--- config.mk ---
export PLATFORM = sky130hd
export DESIGN_NAME = instr_sequencer
export DESIGN_NICKNAME = d
export VERILOG_FILES = /design/src/rtl/tpu_pkg.sv /design/src/rtl/instr_mem.sv /design/src/rtl/instr_sequencer.sv
export SDC_FILE = /design/constraint.sdc
export NUM_CORES = 1
export LEC_CHECK = 0
export BUFFER_PORTS_ARGS = -buffer_cell sky130_fd_sc_hd__buf_4
export CAP_MARGIN = 5
export CORE_MARGIN = 4
export CORE_UTILIZATION = 55
export DETAILED_ROUTE_END_ITERATION = 7
export HOLD_SLACK_MARGIN = 0.03
export PLACE_DENSITY = 0.67
export SYNTH_ARGS = -nofsm -noshare
export SYNTH_HDL_FRONTEND = slang
export SYNTH_SLANG_ARGS = --single-unit
--- constraint.sdc ---
create_clock -name clk -period 7.4 [get_ports clk]
set_input_delay 0.74 -clock clk [delete_from_list [all_inputs] [get_ports clk]]
set_output_delay 0.74 -clock clk [all_outputs]
set_load 0.05 [all_outputs]
--- src/rtl/tpu_pkg.sv ---
// Shared TPU definitions: instruction width, NOP encoding, sequencer state
// encoding and the instruction field positions that the decoder also uses.
package tpu_pkg;

    localparam int INSTR_W = 25;

    // All-zero word: no load, no switch, no start.
    localparam logic [INSTR_W-1:0] INSTR_NOP = '0;

    // Instruction field bit positions (shared with the decoder).
    localparam int LR_IS_BACKWARD_BIT = 24;
    localparam int CTRL_MSB           = 23;
    localparam int CTRL_LSB           = 16;
    localparam int DATA_IN_MSB        = 15;
    localparam int DATA_IN_LSB        = 0;

    typedef enum logic [1:0] {
        LOAD  = 2'd0,
        READY = 2'd1,
        RUN   = 2'd2,
        DONE  = 2'd3
    } seq_state_t;

endpackage

--- src/rtl/instr_mem.sv ---
// Program buffer: DEPTH x INSTR_W register file with one synchronous write
// port and one asynchronous read port. The reader registers the output.
module instr_mem #(
    parameter int DEPTH   = 64,
    parameter int INSTR_W = tpu_pkg::INSTR_W
) (
    input  logic                     clk,
    input  logic                     we,
    input  logic [$clog2(DEPTH)-1:0] waddr,
    input  logic [INSTR_W-1:0]       wdata,
    input  logic [$clog2(DEPTH)-1:0] raddr,
    output logic [INSTR_W-1:0]       rdata
);

    logic [INSTR_W-1:0] mem [DEPTH];

    // Contents are deliberately not reset; stale words are unreachable until reloaded.
    always_ff @(posedge clk) begin
        if (we) begin
            mem[waddr] <= wdata;
        end
    end

    assign rdata = mem[raddr];

endmodule

--- src/rtl/instr_sequencer.sv ---
// Program buffer and sequencer feeding the instruction decoder.
// Loads a program over a valid/ready stream, then replays it one word per
// cycle on start, holding the PC and issuing NOPs while stalled.
// Optional feature macro: INSTR_SEQ_REPEAT_EN (adds repeat_cnt, replays the
// program repeat_cnt+1 times back-to-back).
module instr_sequencer #(
    parameter int DEPTH   = 64,
    parameter int INSTR_W = tpu_pkg::INSTR_W
) (
    input  logic                     clk,
    input  logic                     rst_n,
    input  logic                     prog_valid,
    output logic                     prog_ready,
    input  logic [INSTR_W-1:0]       prog_data,
    input  logic                     prog_last,
    input  logic                     start,
`ifdef INSTR_SEQ_REPEAT_EN
    input  logic [7:0]               repeat_cnt,
`endif
    input  logic                     stall,
    output logic [INSTR_W-1:0]       instruction,
    output logic                     instr_valid,
    output logic [$clog2(DEPTH)-1:0] pc,
    output logic                     busy,
    output logic                     done
);

    import tpu_pkg::*;

    localparam int            AW      = $clog2(DEPTH);
    localparam logic [AW:0]   DEPTH_C = (AW+1)'(DEPTH);
    localparam logic [AW:0]   ONE_C   = (AW+1)'(1);

    seq_state_t         state,  state_nxt;
    logic [AW:0]        count,  count_nxt;
    logic [AW:0]        len,    len_nxt;
    logic [AW-1:0]      rd_ptr, rd_ptr_nxt;
    logic [INSTR_W-1:0] instr_nxt;
    logic               valid_nxt;
    logic [AW-1:0]      pc_nxt;
    logic               done_nxt;
    logic               mem_we;
    logic [INSTR_W-1:0] rd_data;
    logic               last_word;
`ifdef INSTR_SEQ_REPEAT_EN
    logic [7:0]         passes_left, passes_left_nxt;
`endif

    instr_mem #(
        .DEPTH   (DEPTH),
        .INSTR_W (INSTR_W)
    ) u_mem (
        .clk   (clk),
        .we    (mem_we),
        .waddr (count[AW-1:0]),
        .wdata (prog_data),
        .raddr (rd_ptr),
        .rdata (rd_data)
    );

    // Ready depends only on state and fill level, never on prog_valid.
    assign prog_ready = (state == LOAD) && (count < DEPTH_C);
    assign busy       = (state == RUN);
    assign last_word  = ({1'b0, rd_ptr} == (len - ONE_C));

    // Next-state, buffer write and issue decisions.
    always_comb begin
        state_nxt  = state;
        count_nxt  = count;
        len_nxt    = len;
        rd_ptr_nxt = rd_ptr;
        instr_nxt  = INSTR_W'(INSTR_NOP);
        valid_nxt  = 1'b0;
        pc_nxt     = pc;
        done_nxt   = 1'b0;
        mem_we     = 1'b0;
`ifdef INSTR_SEQ_REPEAT_EN
        passes_left_nxt = passes_left;
`endif
        case (state)
            LOAD: begin
                if (prog_valid && prog_ready) begin
                    mem_we    = 1'b1;
                    count_nxt = count + ONE_C;
                    if (prog_last || (count == (DEPTH_C - ONE_C))) begin
                        len_nxt   = count + ONE_C;
                        state_nxt = READY;
                    end
                end
            end
            READY: begin
                if (start) begin
                    state_nxt  = RUN;
                    rd_ptr_nxt = '0;
`ifdef INSTR_SEQ_REPEAT_EN
                    passes_left_nxt = repeat_cnt;
`endif
                end
            end
            RUN: begin
                if (!stall) begin
                    instr_nxt  = rd_data;
                    valid_nxt  = 1'b1;
                    pc_nxt     = rd_ptr;
                    rd_ptr_nxt = rd_ptr + 1'b1;
                    if (last_word) begin
`ifdef INSTR_SEQ_REPEAT_EN
                        if (passes_left != 8'd0) begin
                            passes_left_nxt = passes_left - 8'd1;
                            rd_ptr_nxt      = '0;
                        end else begin
                            state_nxt = DONE;
                        end
`else
                        state_nxt = DONE;
`endif
                    end
                end
            end
            DONE: begin
                done_nxt  = 1'b1;
                count_nxt = '0;
                state_nxt = LOAD;
            end
            default: begin
                state_nxt = LOAD;
            end
        endcase
    end

    // State and registered outputs; async active-low reset clears everything but the buffer.
    always_ff @(posedge clk or negedge rst_n) begin
        if (!rst_n) begin
            state       <= LOAD;
            count       <= '0;
            len         <= '0;
            rd_ptr      <= '0;
            instruction <= INSTR_W'(INSTR_NOP);
            instr_valid <= 1'b0;
            pc          <= '0;
            done        <= 1'b0;
`ifdef INSTR_SEQ_REPEAT_EN
            passes_left <= '0;
`endif
        end else begin
            state       <= state_nxt;
            count       <= count_nxt;
            len         <= len_nxt;
            rd_ptr      <= rd_ptr_nxt;
            instruction <= instr_nxt;
            instr_valid <= valid_nxt;
            pc          <= pc_nxt;
            done        <= done_nxt;
`ifdef INSTR_SEQ_REPEAT_EN
            passes_left <= passes_left_nxt;
`endif
        end
    end

endmodule

; ---- Word-level counts from Yosys, hierarchy flattened
; Memory sizes are Yosys's and may differ from the RTL's.
; Cells that the tools add are included.
[op_classes]
n_addsub = 3
magnitude_cmp = 1
eq_ne = 10
n_mux = 20
bitwise = 1
reduce_logical = 11
[ops]
columns = operator, count
row1 = $mux 25, 2
row2 = $pmux 7 s2, 1
row3 = $mux 6, 2
row4 = $pmux 6 s2, 1
row5 = $mux 2, 5
row6 = $pmux 2 s4, 1
row7 = $add 7x1->7 const B, 1
row8 = $eq 6x7->1, 1
row9 = $eq 7x6->1 const B, 1
row10 = $lt 7x7->1 const B, 1
row11 = $mux 1, 7
row12 = $mux 7, 1
row13 = $sub 7x1->7 const B, 1
row14 = $add 6x1->6 const B, 1
row15 = $ne 2x1->1 const B, 3
row16 = $reduce_and 3->1, 2
row17 = $reduce_and 5->1, 1
row18 = $eq 2x2->1 const B, 2
row19 = $ne 2x2->1 const B, 2
row20 = $reduce_and 2->1, 2
row21 = $reduce_bool 2->1, 2
row22 = $eq 2x1->1 const B, 1
row23 = $logic_and 1x1->1, 2
row24 = $logic_not 2->1, 1
row25 = other kinds (2), 2
[totals]
reg_bits = 55
ram_bits = 1600
in_bits = 31
word_cells = 55
n_memories = 1
[mem_list]
columns = name, depth, word_bits, rd, rd_ports_with_merged_regs, wr, line_no
row1 = u_mem.mem, 64, 25, 1, 0, 1, instr_mem.sv:15  ; logic [INSTR_W-1:0] mem [DEPTH];

; ---- Depth between registers and ports, before layout
; Gate-level depths: netlist of run 1.
[depth]
word_depth = 7
depth_mapped = 11

; ---- Cells and area by module
; Synthesis of run 1 repeated with hierarchy kept, for this count alone.
[hier_totals]
cells_unflattened = 3055
hier_area_um2 = 64558.2
[by_module_without_submodules]
columns = mod, n_inst, cells_per_inst, area_each_um2, seq_area_each_um2
row1 = instr_mem, 1, 2825, 61997.0, 48046.1
row2 = instr_sequencer, 1, 230, 2561.2, 1376.3

; ---- Worst setup path before layout of run 1
; No wires, ideal clock.
[synth_timing]
path_kind = input to register
start = input prog_valid
end = memory u_mem.mem[59][0] (enable)
t_arrival_ns = 2.801
required_ns = 6.993
slack_ns = 4.192
stages = 6
path_buffers = 1
path_cell_list = nand2_1 or2_2 clkbuf_1 nor2_1 nand3_1 nor2_1
[synth_between]
elab_chain_cells = 5
[synth_lines]
columns = item, line_no
row1 = "start, declared", instr_sequencer.sv:12  ; input logic prog_valid,
row2 = $logic_and 1x1->1, instr_sequencer.sv:82  ; if (prog_valid && prog_ready) begin
row3 = $mux 1, instr_sequencer.sv:82
row4 = $mux 1, instr_sequencer.sv:80  ; case (state)
row5 = $mux 1, instr_mem.sv:19  ; if (we) begin
row6 = $mux 1 (implied by the code), instr_mem.sv:20  ; mem[waddr] <= wdata;
row7 = "end, declared", instr_mem.sv:15
; Every way passes these cells.

; ---- Worst setup path in the final report of run 1
[layout_timing]
start = register rd_ptr[1]
end = register instruction[15]
[layout_between]
elab_chain_cells = 3
[layout_lines]
columns = item, line_no
row1 = "start, declared", instr_sequencer.sv:37  ; logic [AW-1:0] rd_ptr, rd_ptr_nxt;
row2 = "start signal, assigned", instr_sequencer.sv:149  ; rd_ptr <= rd_ptr_nxt;
row3 = $mem_v2 64x25, -
row4 = $mux 25, instr_sequencer.sv:101  ; if (!stall) begin
row5 = $mux 25, instr_sequencer.sv:80
row6 = via instr_nxt[15], instr_sequencer.sv:38  ; logic [INSTR_W-1:0] instr_nxt;
row7 = "end signal, assigned", instr_sequencer.sv:138  ; instruction <= INSTR_W'(INSTR_NOP);
row8 = "end signal, assigned", instr_sequencer.sv:150  ; instruction <= instr_nxt;
row9 = "end, declared", instr_sequencer.sv:21  ; output logic [INSTR_W-1:0] instruction,
; The timed path passes the listed nets, and every way through them passes these cells.
; A chain may end at the register's enable or synchronous reset.

==> impl_metrics.ini, run 1 <==
[finish]
final_util_pct = 62.04
final_common_cell = edfxtp_1
layout.cells.non_filler = 4804
antennaDiodeCount = 0
area_growth_pct = 11.59
fin_nets = 3207
final_layout_size_suffix_gt1_share_pct = 23.27
mostFrequentLayoutCells = edfxtp_1 (1600), mux4_2 (312), mux2i_1 (282)

[global_route]
grt_pass1_wl_um = 222600
antenna_found_initial = 3
track_usage_pct = 25.46
grt_max_degree = 128
grt_overflow = 0
first_global_vias = 31450

[synth]
yosys_warnings = 0
async_reset_ff_share_pct = 3.323
synth.net_count = 3062
synth-seq-cells = 1655
seq_area_frac_synth_pct = 77.53
synthCells = 3023
syn_avg_cell_area_sq_um = 21.09
synth-edff-count = 1600
synth_cell_type_count = 58
ys.flop_type = edfxtp_1
syn-cell-area_sq_um = 63750

[sta]
final-setup-viol-count = 0
tns_ns = 0
hold-worst-slack_ns = 0.07552
worstMarginPinSlew_ns = 1.162
period_share_pct = 54.06
hold_viol_final = 0
fmax_mhz = 250.0
slew_headroom_pct = 22.55
clock_skew_ns = 0.02075
grt_setup_unrepaired = false
setup_slack_ns = 3.400
period_needed_ns = 4.000
drv_slew = 0

[critical_path]
cp-start-kind = flop
cp_max_fo = 127
crit_arrival_ns = 4.62
critPathCaptureType = flop
crit_type = flop to flop
critPathLaunch = rd_ptr[1]
required_ns = 8.02
reg2reg_from = rd_ptr[1]

[floorplanning]
core-area_sq_um = 114700
die_area_sq_um = 121400
initial_core_util_pct = 55.60
die_w_um = 348.5
rows = 124
die_y_um = 348.5
io_pins = 66

[detailed_routing]
drc_errors = 0
wl_um = 153400
viasPerCell = 6.567
vias = 31550
antenna_left = 0
wl_per_cell_um = 31.93
drt_iter0_markers = 3650
firstDrtPassIters = 6

[placed_design]
dp_cells = 4518
dp_slack_ns = 3.496
place_congestion = 0.8659
portBuffers = 65
dp_hpwl_um = 84560

[power]
ir_drop_v = 0.0002128
leakage_nw = 21.46
powerDensity_nw_per_um2 = 255.6

[clock_network]
cts_made_buffers = 160
cts_resized = 0
clock_latency_ns = 0.78
cts_sinks = 1655
cts_root_buf = clkbuf_16
cts_setup_buffers = 0
clkSlewWorstSetupHoldPaths_ns = 0.06
cts_tree = built
cts-htree-levels = 4
cts_buffer_depth = 3
cts.hold.buffers_added = 0

[run_status]
status = finished, final reports clean

[flow_run]
cap_violations = 0

[worst_hold_path]
min_path_type = input pin to asynchronous set/reset pin
[worst paths after layout]
| kind | end | slack, ns | cells past startpoint |
|---|---|---|---|
| min in group clk | len[6] | 0.29 | 4 |
| hold reg to reg | pc[3] | 0.49 | 2 |
| setup / recovery | instruction[15] | 3.40 | 7 |
| max in group asynchronous | rd_ptr[3] | 6.68 | 1 |
| setup reg to reg | instruction[15] | 3.40 | 7 |
| hold / removal | rd_ptr[0] | 0.08 | 1 |
[synth_stat cells (6+ instances only)]
cell	count	area share [%]
dfrtp_1	55	2.2
buf_1	13	0.077
mux4_2	312	11
buf_2	49	0.38
nand2_1	80	0.47
a21oi_1	93	0.73
buf_4	19	0.22
nand3_1	31	0.24
ha_1	8	0.16
mux2i_1	282	4.4
or3_1	7	0.069
edfxtp_1	1600	75
o221ai_1	91	1.3
nor2_1	89	0.52
xnor2_1	10	0.14
clkbuf_1	73	0.43
nor2b_1	8	0.079
inv_1	6	0.035
o21ai_0	82	0.64
buf_6	17	0.30
a221oi_1	23	0.32
nor3_1	7	0.055
[flip-flops by register name, indices dropped and copies added (netlist names)]
| register | count |
|---|---|
| instr_valid | 1 |
| u_mem.mem | 1600 |
| pc | 6 |
| instruction | 25 |
| done | 1 |
| rd_ptr | 6 |
| state | 2 |
| len | 7 |
| count | 7 |
[metrics by stage]
stage	cell area [sq um]	total power, mW
floorplan	63750	10.47
global placement	66140	10.62
detailed placement	66140	10.63
CTS	71140	18.32
global route	71140	18.73
finish	71140	18.18
[cell type report]
type,instances,area [sq um]
fillers,7710,43520
flip-flops and latches,1655,49440
clock buffers,211,4307
inverters,8,30.03
repair buffers,156,1234
well taps,1512,1892
clock inverters,75,686.9
multi-input cells,1187,13550
[logic make-up (layout without fill, tap and decap cells)]
kind of cell	count (synthesis)	count (layout)	share of synthesized area, %
DFF	1655	1655	77.53
and+or+nand+nor	245	245	1.700
xor gates and xnor gates	16	16	0.2414
buffers and inverters	181	450	1.509
AOI/OAI and AO/OA	321	321	3.364
adders and majority gates	8	8	0.1570
muxes	597	597	15.50
[metal layers]
layer / vias to the layer above / part of all wire [%] / track usage (%)
li1: 12890 / - / -
met1: 16830 / 40 / 36.76
met2: 1573 / 48 / 40.15
met3: 259 / 8.2 / 4.367
met4: 2 / 3.3 / 8.906
met5: - / 0.0098 / 0
[power breakdown]
| group | internal, mW | switching, mW | total [mW] |
|---|---|---|---|
| registers | 10.3 | 0 | 10.3 |
| logic | 0.0105 | 0.150 | 0.161 |
| clock network | 4.34 | 3.41 | 7.75 |
| total | 14.6 | 3.56 | 18.2 |
[worst max-delay path, cell delays in order (launching register included)]
cell and delay, ns:
dfrtp_4 1.05, buf_12 0.50, buf_4 0.60, mux4_2 0.40
a21oi_1 0.48, a221oi_1 0.20, nand2_1 0.15, o41ai_1 0.10
(Power assumes the default switching activity.)
==> run 2, diff against run 1 <==
Settings changed: PLACE_DENSITY 0.67 to 0.7.
Clock period 7.4 ns to 3.45 ns, I/O delays scaled along.
==> run 2 against run 1 <==
Critical path depth down 1. Non-clock buffer count grew 83. Via count increased by 1.1%. Final cell count grew 2.1%. Count of clock-buffer cells in the layout decreased by 2. Worst hold slack better by 0.062 ns. Clock skew grew 0.011 ns. Sequential cell count stayed put. Worst setup slack lost 3.2 ns. Largest power group unchanged.
==> impl_metrics.ini, run 2 (synthesis gave the netlist of run 1 again) <==
[critical_path]
required_ns = 4.07
cpPeakStageDelay_ns = 0.81
crit_arrival_ns = 3.83
crit_top_cell = mux4_2
critPathCaptureType = flop
crit_type = flop to flop
path_buf_inv = 2
cp-start-kind = flop
cp_top_family = multiplexers
cp_max_fo = 24
crit_path_top_delay_cell = dfrtp_4
worstPathCellList = buf_12, buf_4, mux4_2, mux4_2, nor2_1, o41ai_1

[run_status]
status = finished, final reports clean

[sta]
period_needed_ns = 3.214
worstMarginPinSlew_ns = 0.9924
period_share_pct = 93.15
hold_viol_final = 0
slew_headroom_pct = 33.84
tns_ns = 0
drv_slew = 0
grt_setup_unrepaired = false
final-setup-viol-count = 0
fmax_mhz = 311.2
clock_skew_ns = 0.03212

[global_route]
grt_pass1_wl_um = 226800
track_usage_pct = 26.17
grt_overflow = 0
antenna_found_initial = 9
first_global_vias = 31960
grt_max_degree = 73

[clock_network]
cts_made_buffers = 160
cts_root_buf = clkbuf_16
cts_sinks = 1655
clock_latency_ns = 0.76
cts_resized = 0
cts_tree = built
cts-htree-levels = 4
cts_buffer_depth = 3
clkSlewWorstSetupHoldPaths_ns = 0.06

[finish]
layout.cells.non_filler = 4904
largest_reg_flops = 1600
largest-register = u_mem.mem
largestRegisters = u_mem.mem (1600), instruction (25)
fin_nets = 3290
mostFrequentLayoutCells = edfxtp_1 (1600), mux4_2 (312), mux2i_1 (282)
fill_cells = 7448
multiInputGateArea_sq_um = 13550
final_common_cell = edfxtp_1
final_layout_size_suffix_gt1_share_pct = 25.47
regArea_sq_um = 49440
area_growth_pct = 13.57

[flow_run]
cap_violations = 0

[floorplanning]
io_pins = 66
core-area_sq_um = 114700
initial_core_util_pct = 55.60
die_y_um = 348.5
rows = 124
die_area_sq_um = 121400
die_w_um = 348.5

[power]
powerDensity_nw_per_um2 = 543.5
ir_drop_v = 0.0004031
leakage_nw = 22.07
p_total_mw = 39.35
combPwrFrac_pct = 1.0
swShare_pct = 19.31
power_frac_clock_pct = 43.0
seqPwrFrac_pct = 56.0
p_int_mw = 31.75
p_switching_mw = 7.600

[detailed_routing]
wl_um = 157200
antenna_left = 0
viasPerCell = 6.502
drt_iter0_markers = 4128
wl_per_cell_um = 32.05
drc_errors = 0
vias = 31880
firstDrtPassIters = 6

[placed_design]
dp_hpwl_um = 88240
place_congestion = 0.8352
portBuffers = 65
dp_cells = 4596

[worst_hold_path]
min_path_type = input pin to flop
-- run 2: timing repair --
item / in CTS / in global routing
endpoints found under the hold margin: 66 / 0
setup endpoints to repair: 0 / 0
setup buffers: 0 / 0
hold buffers: 5 / 0
-- run 2: power groups by stage --
| stage | Sequential (mW) | Clock (mW) | Combinational [mW] |
|---|---|---|---|
| 2_1_floorplan | 22.5 | 0 | 0.00168 |
| 3_3_place_gp | 22.5 | 0 | 0.353 |
| 3_5_place_dp | 22.5 | 0 | 0.384 |
| 4_1_cts | 22.0 | 17.2 | 0.388 |
| 5_1_grt | 22.0 | 18.1 | 0.415 |
| 6_report | 22.0 | 16.9 | 0.385 |
-- run 2: layout make-up --
cell class,count,share of cell area (%)
inverters,8,0.04148
well taps,1512,2.613
clock inverters,87,1.101
clock buffers,209,5.967
diodes,7,0.02419
flip-flops and latches,1655,68.28
multi-input cells,1187,18.71
repair buffers,239,3.256
-- run 2: final timing paths --
kind                       slack, ns  depth (start not counted)          from          endpoint
setup / recovery                0.24                          6     rd_ptr[0]   instruction[15]
hold / removal                  0.14                          1  prog_data[4]  u_mem.mem[18][4]
setup reg to reg                0.24                          6     rd_ptr[0]   instruction[15]
hold reg to reg                 0.50                          2         pc[3]             pc[3]
max in group asynchronous       2.39                          2         rst_n         rd_ptr[0]
min in group asynchronous       0.29                          2         rst_n   instruction[18]
-- run 2: per-stage QoR --
stage / hold WS, ns / worst slack, ns / util (%) / area [sq um]
floorplan: 0.04941 / 0.2785 / - / 63750
global placement: 0.4620 / 0.2727 / 58.62 / 67220
detailed placement: 0.4871 / 0.2495 / 58.62 / 67220
CTS: 0.1292 / 0.2328 / 63.13 / 72380
global route: 0.1677 / 0.1459 / 63.14 / 72390
finish: 0.1373 / 0.2365 / 63.15 / 72400
-- run 2: per-layer routing --
layer  track usage, %  wire [um]
met1            37.90      61640
met2            40.23      73690
met3            6.471      17610
met4            7.896       4247
met5                0          0
